File: src/rtl/dual_input_debouncer.sv
// Two-channel input conditioner: 2-flop synchronizer, stability-count debounce,
// and registered rise/fall event pulses. Channel index 0 is A and index 1 is B.
module dual_input_debouncer #(
    parameter int CNT_WIDTH       = 16,
    parameter int DEBOUNCE_CYCLES = 50000
) (
    input  logic clk,
    input  logic rst,
    input  logic a_raw,
    input  logic b_raw,
    output logic a_clean,
    output logic b_clean,
    output logic a_rise,
    output logic a_fall,
    output logic b_rise,
    output logic b_fall
);

    localparam logic [CNT_WIDTH-1:0] CNT_LAST = CNT_WIDTH'(DEBOUNCE_CYCLES - 1);

    logic [1:0]                raw;
    logic [1:0]                s1;
    logic [1:0]                s2;
    logic [1:0]                clean;
    logic [1:0]                rise;
    logic [1:0]                fall;
    logic [1:0][CNT_WIDTH-1:0] cnt;

    assign raw = {b_raw, a_raw};

    always_ff @(posedge clk or posedge rst) begin
        if (rst) begin
            s1    <= '0;
            s2    <= '0;
            clean <= '0;
            rise  <= '0;
            fall  <= '0;
            cnt   <= '0;
        end else begin
            s1 <= raw;
            s2 <= s1;
            for (int unsigned i = 0; i < 2; i++) begin
                rise[i] <= 1'b0;
                fall[i] <= 1'b0;
                // Any return of s2 to the clean level drops the partial count.
                if (s2[i] == clean[i]) begin
                    cnt[i] <= '0;
                end else if (cnt[i] == CNT_LAST) begin
                    clean[i] <= s2[i];
                    cnt[i]   <= '0;
                    rise[i]  <= s2[i];
                    fall[i]  <= ~s2[i];
                end else begin
                    cnt[i] <= cnt[i] + 1'b1;
                end
            end
        end
    end

    assign a_clean = clean[0];
    assign b_clean = clean[1];
    assign a_rise  = rise[0];
    assign a_fall  = fall[0];
    assign b_rise  = rise[1];
    assign b_fall  = fall[1];

endmodule

File: config.mk
export PLATFORM = sky130hd
export DESIGN_NAME = dual_input_debouncer
export DESIGN_NICKNAME = d
export VERILOG_FILES = /design/src/rtl/dual_input_debouncer.sv
export SDC_FILE = /design/constraint.sdc
export NUM_CORES = 1
export LEC_CHECK = 0
export CAP_MARGIN = 30
export CELL_PAD_IN_SITES_DETAIL_PLACEMENT = 2
export CELL_PAD_IN_SITES_GLOBAL_PLACEMENT = 2
export CORE_ASPECT_RATIO = 0.75
export CORE_MARGIN = 3
export CORE_UTILIZATION = 42
export DETAILED_ROUTE_END_ITERATION = 10
export MAX_ROUTING_LAYER = met4
export PLACE_DENSITY = 0.85
export SYNTH_ARGS = -nofsm -noshare
export SYNTH_HDL_FRONTEND = slang
export SYNTH_SLANG_ARGS = --single-unit
export TNS_END_PERCENT = 10
File: constraint.sdc
create_clock -name clk -period 4.6 [get_ports clk]
set_clock_uncertainty 0.2 [all_clocks]
set_input_delay 0.92 -clock clk [delete_from_list [all_inputs] [get_ports clk]]
set_output_delay 0.92 -clock clk [all_outputs]
set_load 0.03 [all_outputs]
Yosys cells after proc, flatten, opt, wreduce, memory -nomap -nowiden

Index checks and enable logic that the tools add are counted.

Bits in registers: 42
Latch bits: 0
Bits in writable memories: 0
Bits in read-only memories: 0
Input bits: 4
Output and inout port bits: 6
Memories: 0

Add/sub/neg operators: 2
Multipliers: 0
Div/mod/pow operators: 0
Order comparisons: 0
Equality and inequality tests: 4
Shifts and indexed selects: 0
Muxes and demuxes: 12
Bitwise logic cells: 4
Reductions and logical operators: 2

Operator list:

| cell                                           | count |
|---|---|
| 2-to-1 mux 16 bit                              | 4 |
| adder 16 x 1 -> 16 bit (second input constant) | 2 |
| == test 16 bit (second input constant)         | 2 |
| 2-to-1 mux 1 bit                               | 8 |
| inverter 1 bit                                 | 4 |
| AND reduction 2 bit                            | 2 |
| == test 1 bit                                  | 2 |

Logic depth before layout (Yosys ltp)

Gate-level depths: netlist of run 1.

Word-level depth: 3
Depth in mapped cells: 6
Mapped depth without buffers: 5

Worst setup path after synthesis of run 1

OpenSTA, ideal clock, no wires.

Path kind: register -> register
Start: register cnt[28] (netlist name)
End: register clean[1]
Arrival time: 1.623 ns
Path slack: 2.652 ns
Cell stages (with the launch flop): 5
Buffers on the path: 0
Cells stage by stage: dfrtp_1 nor4_1 nand3b_1 or4_4 mux2_4

Longest elaborated chain between the ends: 2

Ends and longest elaborated chain:

| what                                 | line | source |
|---|---|---|
| start, declared                      | 27   | `logic [1:0][CNT_WIDTH-1:0] cnt;` |
| start signal, assigned by index      | 54   | `cnt[i] <= cnt[i] + 1'b1;` |
| == test 16 bit                       | 48   | `end else if (cnt[i] == CNT_LAST) begin` |
| AND reduction 2 bit (no source line) | --   |  |
| end signal, assigned by index        | 49   | `clean[i] <= s2[i];` |
| end, declared                        | 24   | `logic [1:0] clean;` |

Every way passes these cells.
A chain may end at the register's enable or synchronous reset.

Worst setup path in the final report of run 1

Start: register clean[1]
End: output b_clean

RTL lines:

| what          | line | source |
|---|---|---|
| end, declared | 12   | `output logic b_clean,` |

No word-level cell between the ends.

==> summary.txt, run 1 <==
Final layout
  • Synth-to-Final Area Change: 14.62%
  • Diode insertion count for antenna repair: 0
  • FILL cells: 427
  • Final cell count without fillers: 250
  • Multi-input gate area: 800.8 um2
  • Final core utilization: 51.65%
  • Fraction of final layout cells with drive strength greater than 1: 6.667%
  • Final nets: 200
  • Sequential standard cell area: 1051 um2

Pwr
  • Cell leakage power: 0.0008578 uW
  • Max rail drop VDD: 0.1762 mV
  • Power density of the placed cells: 324.1 nW/um2

Logic synthesis
  • Fraction of synthesized cell area taken by the top area cell type: 55.81%
  • Number of flip-flops and latches in the synthesized netlist: 42
  • Library cells used by synthesis: 22
  • Mean Syn Cell Area: 10.58 um2
  • Gate Count Post-Synth: 178
  • Dominant cells by area after synthesis: sky130_fd_sc_hd__dfrtp_1 56%, sky130_fd_sc_hd__xnor2_1 11%, sky130_fd_sc_hd__nor2_1 7.0%
  • Largest area contributor in the synthesized netlist: sky130_fd_sc_hd__dfrtp_1
  • Yosys synthesis warning count: 0
  • Sequential fraction of the synthesis area: 55.81%
  • Synth Cell Area: 1883 um2
  • Synth Net Count: 184

Setup path
  • Worst path arrival time: 1.43 ns
  • CP delay by family, top: buffers and inverters
  • Cell-by-cell trace of the critical path: clkdlybuf4s50_1
  • Worst setup path class: reg2out
  • Startpoint kind of the worst setup timing path: flip-flop
  • RR Startpoint: cnt[28]$_DFF_PP0_
  • Endpoint type of the worst setup path: output pin
  • Slowest Stage Delay on Critical Path: 0.70 ns
  • Critical path origin: clean[1]$_DFFE_PP0P_
  • Master of the slowest instance on the critical path: sky130_fd_sc_hd__clkdlybuf4s50_1
  • Required time of the worst setup path: 3.48 ns
  • Buf+Inv Stages, Crit Path: 1
  • Peak fanout along the critical path: 5

Routing
  • Drt via density: 5.508
  • Routed Antenna Nets: 0
  • Total wirelength of the detailed-routed design: 4.895 mm
  • Vias after detailed routing: 1,377
  • Final routed DRC violation total: 0
  • Detail-routed net length per standard cell: 19.58 um
  • DRC marker count from the first detailed-route iteration: 47
  • First-pass iteration count of the detailed router: 4

Global routing
  • Number of global-route vias before repair: 1,586
  • Number of antenna violations at the first check in global routing: 0
  • First-pass GRT wire length: 8.569 mm
  • Pin count of the biggest net entering global routing: 43
  • Overall fraction of global-route tracks in use: 21.67%
  • Global route total overflow: 0

Clocking
  • TritonCTS clock tree: done
  • Inserted Clock Buffers: 5
  • # clock sinks: 42
  • CTS root buffer: sky130_fd_sc_hd__clkbuf_8
  • Number of cells upsized or downsized after cts: 0
  • Number of buffers added for setup after CTS: 0
  • Clock transition at path regs: 0.09 ns
  • Hold buffer count at CTS: 0
  • # H-tree levels: 2
  • Clock insertion delay at the later pin of the skew report: 0.30 ns
  • Clk buf depth: 2

STA
  • Slew Viols, Final: 0
  • Final critical-path share of the clock period: 55.33%
  • Tmin final: 2.545 ns
  • Slew margin rel.: 45.51%
  • Worst-case setup margin in the final layout: 2.055 ns
  • Slew of the pin with the lowest slew margin: 0.8085 ns
  • Endpoints failing hold: 0
  • Unrepaired setup endpoints after global routing: false
  • Final worst hold slack: 0.1633 ns
  • Total Negative Setup Slacks: 0 ns
  • Number of setup violations in the final report: 0
  • Highest Clock Rate: 392.9 MHz

Flow run
  • Max-cap violation count: 0

Floorplan
  • Core region area: 4179 um2
  • Die Outline Area: 5331 um2
  • Std cell rows: 20
  • Width of the chip: 83.32 um
  • Effective utilization at floorplan: 45.06%
  • IO Pins: 10
  • DIE HEIGHT: 63.99 um

Place
  • Buffers on Ports: 9
  • Worst-case setup slack after placement: 2.256 ns
  • Placed Instances: 242
  • Final weighted congestion in routability-driven placement: 0.8252
  • Hpwl dp: 3.443 mm

Run status
  • Run status: finished, final reports clean

Hold path
  • Worst hold path class: reg2reg
  • Worst Hold Launch: s1[0]$_DFF_PP0_
==> layout make-up <==
type	instances	share of cell area, %
Multi-Input combinational cell	128	37.10
Clock buffer	6	3.362
Timing Repair Buffer	11	4.870
Clock inverter	2	1.739
Inverter	6	1.043
Tap cell	55	3.188
Sequential cell	42	48.70
==> sequential cells by signal, indices dropped and copies added (netlist names) <==
name and flops:
clean 2, cnt 32, fall 2, rise 2
s1 2, s2 2
==> report_power, final <==
| group | switching [uW] | internal (uW) |
|---|---|---|
| sequential | 7.05 | 375 |
| clock | 131 | 162 |
| combinational | 16.0 | 8.61 |
| total | 154 | 545 |
==> per-layer routing <==
layer | vias up | GRT usage [%] | routed length, um
met3 | 9 | 5.155 | 137
met4 | 0 | 6.735 | 74
li1 | 643 | - | -
met2 | 21 | 32.80 | 2307
met1 | 704 | 29.11 | 2375
met5 | - | - | 0
==> stage by stage <==
| step | cell area [um2] | power (uW) |
|---|---|---|
| final | 2158 | 699.6 |
| after global routing | 2158 | 732.9 |
| after detailed placement | 2048 | 413.7 |
| after floorplan | 1883 | 402.6 |
| after global placement | 2048 | 411.1 |
| after CTS | 2158 | 707.3 |
==> path summary, 6_finish.rpt <==
path	slack (ns)	depth (start not counted)	to
setup / recovery	2.05	1	b_clean
hold / removal	0.16	0	s2[0]$_DFF_PP0_
setup reg to reg	2.31	5	cnt[18]$_DFF_PP0_
hold reg to reg	0.16	0	s2[0]$_DFF_PP0_
max in group asynchronous	2.97	3	cnt[11]$_DFF_PP0_
min in group asynchronous	0.86	3	cnt[26]$_DFF_PP0_
==> cells in the mapped netlist (all sizes together) <==
cell type and number:
ha 2, xnor2 24, or4 1, dfrtp 42, nand3b 1, xor2 6
nand4 8, buf 1, o41ai 1, inv 6, nor2 35, mux2 2
nor4b 1, nand3 12, and3 4, nor3b 4, clkbuf 1, nor3 8
nor4bb 2, nor4 9, nand2 8
==> cell families (layout without fill, tap and decap cells) <==
group                      count (synthesis)  in the layout  share of synthesized area, %
and+or+nand+nor                           93             93                         24.98
DFF                                       42             42                         55.81
xor gates and xnor gates                  30             30                         13.95
buffers and inverters                      8             25                         1.661
adders and majority gates                  2              2                         1.329
muxes                                      2              2                         1.395
AOI/OAI and AO/OA                          1              1                        0.8640
==> placed cells by master, fill, tap and decap left out, drive strengths merged <==
cell           netlist  final
and3                 4      4
buf                  1      2
bufinv               0      1
clkbuf               1      6
clkdlybuf4s50        0      9
clkinvlp             0      1
dfrtp               42     42
ha                   2      2
inv                  6      6
mux2                 2      2
nand2                8      8
nand3               12     12
nand3b               1      1
nand4                8      8
nor2                35     35
nor3                 8      8
nor3b                4      4
nor4                 9      9
nor4b                1      1
nor4bb               2      2
o41ai                1      1
or4                  1      1
xnor2               24     24
xor2                 6      6
(Power assumes the default switching activity.)
==> inputs of run 2 (changes only) <==
CORE_UTILIZATION = 35   (was 42)
PLACE_DENSITY = 0.76   (was 0.85)
clock period = 2.13 ns   (was 4.6 ns; I/O delays follow)
==> run 2 against run 1 <==
  * Clock-buffer cell count grew 1
  * Setup slack worse by 2.0 ns
  * Via count is 0.15% lower
  * Wire length fell by 9.7%
  * Die area increased by 18%
  * Flip-flop and latch count unchanged
  * Largest power group unchanged
  * Highest routed layer unchanged
==> summary.txt, run 2 (synthesis gave the netlist of run 1 again) <==
Run status
  • Run status: finished, final reports clean

STA
  • Highest Clock Rate: 480.8 MHz
  • Slew of the pin with the lowest slew margin: 0.3892 ns (-0.4193 ns)
  • Slew Viols, Final: 0 (unchanged)
  • Slew margin rel.: 73.81% (+28 points)
  • Endpoints failing hold: 0 (unchanged)
  • Final critical-path share of the clock period: 97.65%
  • Number of setup violations in the final report: 0 (unchanged)
  • Tmin final: 2.080 ns
  • Final worst hold slack: 0.1655 ns (+0.002273 ns)

Pwr
  • Net Switching: 321.2 uW (+110%)
  • PnR Total Power: 1417 uW (+100%)
  • Relative contribution of sequential cells to total power: 58.1% (+3.5 points)
  • Switching portion of total power: 22.67% (+0.64 points)
  • Clock share of power: 37.6% (-4.3 points)
  • Internal: 1096 uW (+100%)
  • Logic pwr share: 4.3% (+0.8 points)
  • Cell leakage power: 0.0008807 uW (+2.7%)
  • Max rail drop VDD: 0.3546 mV (+100%)
  • Power density of the placed cells: 641.3 nW/um2 (+98%)

Clocking
  • Clk buf depth: 2 (unchanged)
  • Number of buffers added for setup after CTS: 0 (unchanged)
  • # H-tree levels: 2 (unchanged)
  • CTS root buffer: sky130_fd_sc_hd__clkbuf_8
  • Clock transition at path regs: 0.08 ns (about the same)
  • Inserted Clock Buffers: 5 (unchanged)
  • TritonCTS clock tree: done
  • Hold buffer count at CTS: 0 (unchanged)
  • Clock insertion delay at the later pin of the skew report: 0.29 ns (about the same)
  • # clock sinks: 42 (unchanged)

Global routing
  • Number of global-route vias before repair: 1,622 (+2.3%)
  • First-pass GRT wire length: 7.983 mm (-6.8%)
  • Overall fraction of global-route tracks in use: 16.22% (-5.4 points)
  • Global route total overflow: 0 (unchanged)
  • Pin count of the biggest net entering global routing: 43 (unchanged)
  • Number of antenna violations at the first check in global routing: 0 (unchanged)

Final layout
  • Register ranked first by flip-flop count: cnt
  • Flip-flop count of the largest register, all copies and words added: 32 (unchanged)
  • Diode insertion count for antenna repair: 0 (unchanged)
  • FILL cells: 511 (+20%)
  • Sequential standard cell area: 1051 um2 (unchanged)
  • Final nets: 204 (+2.0%)
  • Multi-input gate area: 807.0 um2 (+0.78%)
  • Most frequent cells in the layout: 42 x sky130_fd_sc_hd__dfrtp_1, 35 x sky130_fd_sc_hd__nor2_1, 24 x sky130_fd_sc_hd__xnor2_1, 12 x sky130_fd_sc_hd__nand3_1, 9 x sky130_fd_sc_hd__clkdlybuf4s50_1
  • Commonest non-fill, non-tap cell in the layout: sky130_fd_sc_hd__dfrtp_1
  • Synth-to-Final Area Change: 17.34%
  • Fraction of final layout cells with drive strength greater than 1: 9.045% (+2.4 points)
  • Final core utilization: 43.86% (-7.8 points)

Setup path
  • Worst path arrival time: 2.06 ns (+0.63 ns)
  • Endpoint type of the worst setup path: flip-flop
  • End of the worst register-to-register path: clean[1]$_DFFE_PP0P_
  • Worst setup path class: reg2reg
  • Critical path origin: cnt[28]$_DFF_PP0_
  • Startpoint kind of the worst setup timing path: flip-flop
  • Cell count of the worst reg-to-reg path: 4 (-1)
  • RR Startpoint: cnt[28]$_DFF_PP0_
  • Reg2Reg Setup Slack: 0.05 ns (-2.26 ns)
  • Required time of the worst setup path: 2.11 ns (-1.37 ns)
  • Peak fanout along the critical path: 4 (-1)

Routing
  • Vias after detailed routing: 1,375 (-0.15%)
  • Final routed DRC violation total: 0 (unchanged)
  • Detail-routed net length per standard cell: 16.31 um (-17%)
  • Total wirelength of the detailed-routed design: 4.421 mm (-9.7%)
  • Routed Antenna Nets: 0 (unchanged)
  • First-pass iteration count of the detailed router: 2 (-2)
  • DRC marker count from the first detailed-route iteration: 60 (+28%)
  • Topmost layer with routed signal wires: met4
  • DRT met1 WL: 2.243 mm (-5.6%)
  • Drt via density: 5.074 (-7.9%)
  • Met2 wirelength from detailed routing: 2.007 mm (-13%)
  • Met3 WL: 121 um (-12%)

Floorplan
  • DIE HEIGHT: 69.52 um (+8.6%)
  • IO Pins: 10 (unchanged)
  • Width of the chip: 90.70 um (+8.9%)
  • Core region area: 5037 um2 (+21%)
  • Effective utilization at floorplan: 37.38% (-7.7 points)
  • Die Outline Area: 6305 um2 (+18%)
  • Std cell rows: 22 (+10%)

Hold path
  • Worst hold path class: reg2reg
  • Worst Hold Launch: s1[1]$_DFF_PP0_
  • Instance count along the most critical hold path: 0 (unchanged)
  • Worst Hold Endpoint: s2[1]$_DFF_PP0_

Place
  • Final weighted congestion in routability-driven placement: 0.8355 (+1.2%)
  • Hpwl dp: 3.219 mm (-6.5%)
  • Buffers on Ports: 9 (unchanged)

Flow run
  • Max-cap violation count: 0 (unchanged)
-- run 2: worst max-delay path by stage --
stage	endpoint	slack, ns
global placement	clean[1]$_DFFE_PP0P_	0.08
detailed placement	clean[1]$_DFFE_PP0P_	0.06
CTS	clean[1]$_DFFE_PP0P_	0.04
global route	clean[1]$_DFFE_PP0P_	-0.002
finish	clean[1]$_DFFE_PP0P_	0.05
floorplan	clean[1]$_DFFE_PP0P_	0.18
-- run 2: cell type report --
type	count	share of cell area, %
repair buffers	15	6.682
inverters	6	1.019
multi-input cells	128	36.52
clock buffers	7	3.907
clock inverters	1	0.2265
flip-flops and latches	42	47.57
well taps	72	4.077
-- run 2: metrics by stage --
step                      setup TNS, ns  instances  area [um2]  setup WS [ns]
after floorplan                       0        178        1883         0.1822
after global placement                0        263        2112        0.08030
after detailed placement              0        263        2112        0.06263
after CTS                             0        271        2203        0.03600
after global routing          -0.001785        271        2210      -0.001785
final                                 0        271        2210        0.05014
-- run 2: metal layers --
layer | GRT usage (%) | vias up
li1 | - | 647
met1 | 21.98 | 705
met2 | 24.16 | 16
met3 | 3.579 | 7
met4 | 5.433 | 0
met5 | - | -
-- run 2: power by group through the flow --
stage	Clock (uW)	Sequential, uW	Combinational (uW)
after global placement	0	837	58.9
after CTS	555	824	62.9
final	533	824	60.5
after floorplan	0	835	34.4
after global routing	582	826	69.9
after detailed placement	0	840	62.4
-- run 2: what timing repair did --
| action | CTS | global route |
|---|---|---|
| setup endpoints to repair | 0 | 1 |
| endpoints found under the hold margin | 0 | 0 |
| resized for setup | 0 | 1 |
-- run 2: worst max-delay path, cell delays in order (launching register included) --
cell                       delay [ns]
sky130_fd_sc_hd__dfrtp_1         0.43
sky130_fd_sc_hd__nor4_2          0.28
sky130_fd_sc_hd__nand3b_1        0.16
sky130_fd_sc_hd__or4_4           0.58
sky130_fd_sc_hd__mux2_4          0.31
==> inputs of run 3 (changes only) <==
GPL_TIMING_DRIVEN = 1   (was default)
SLEW_MARGIN = 30   (was default)
==> results of run 3 <==
The final DEF is identical to that of run 2; final timing and power are the same.
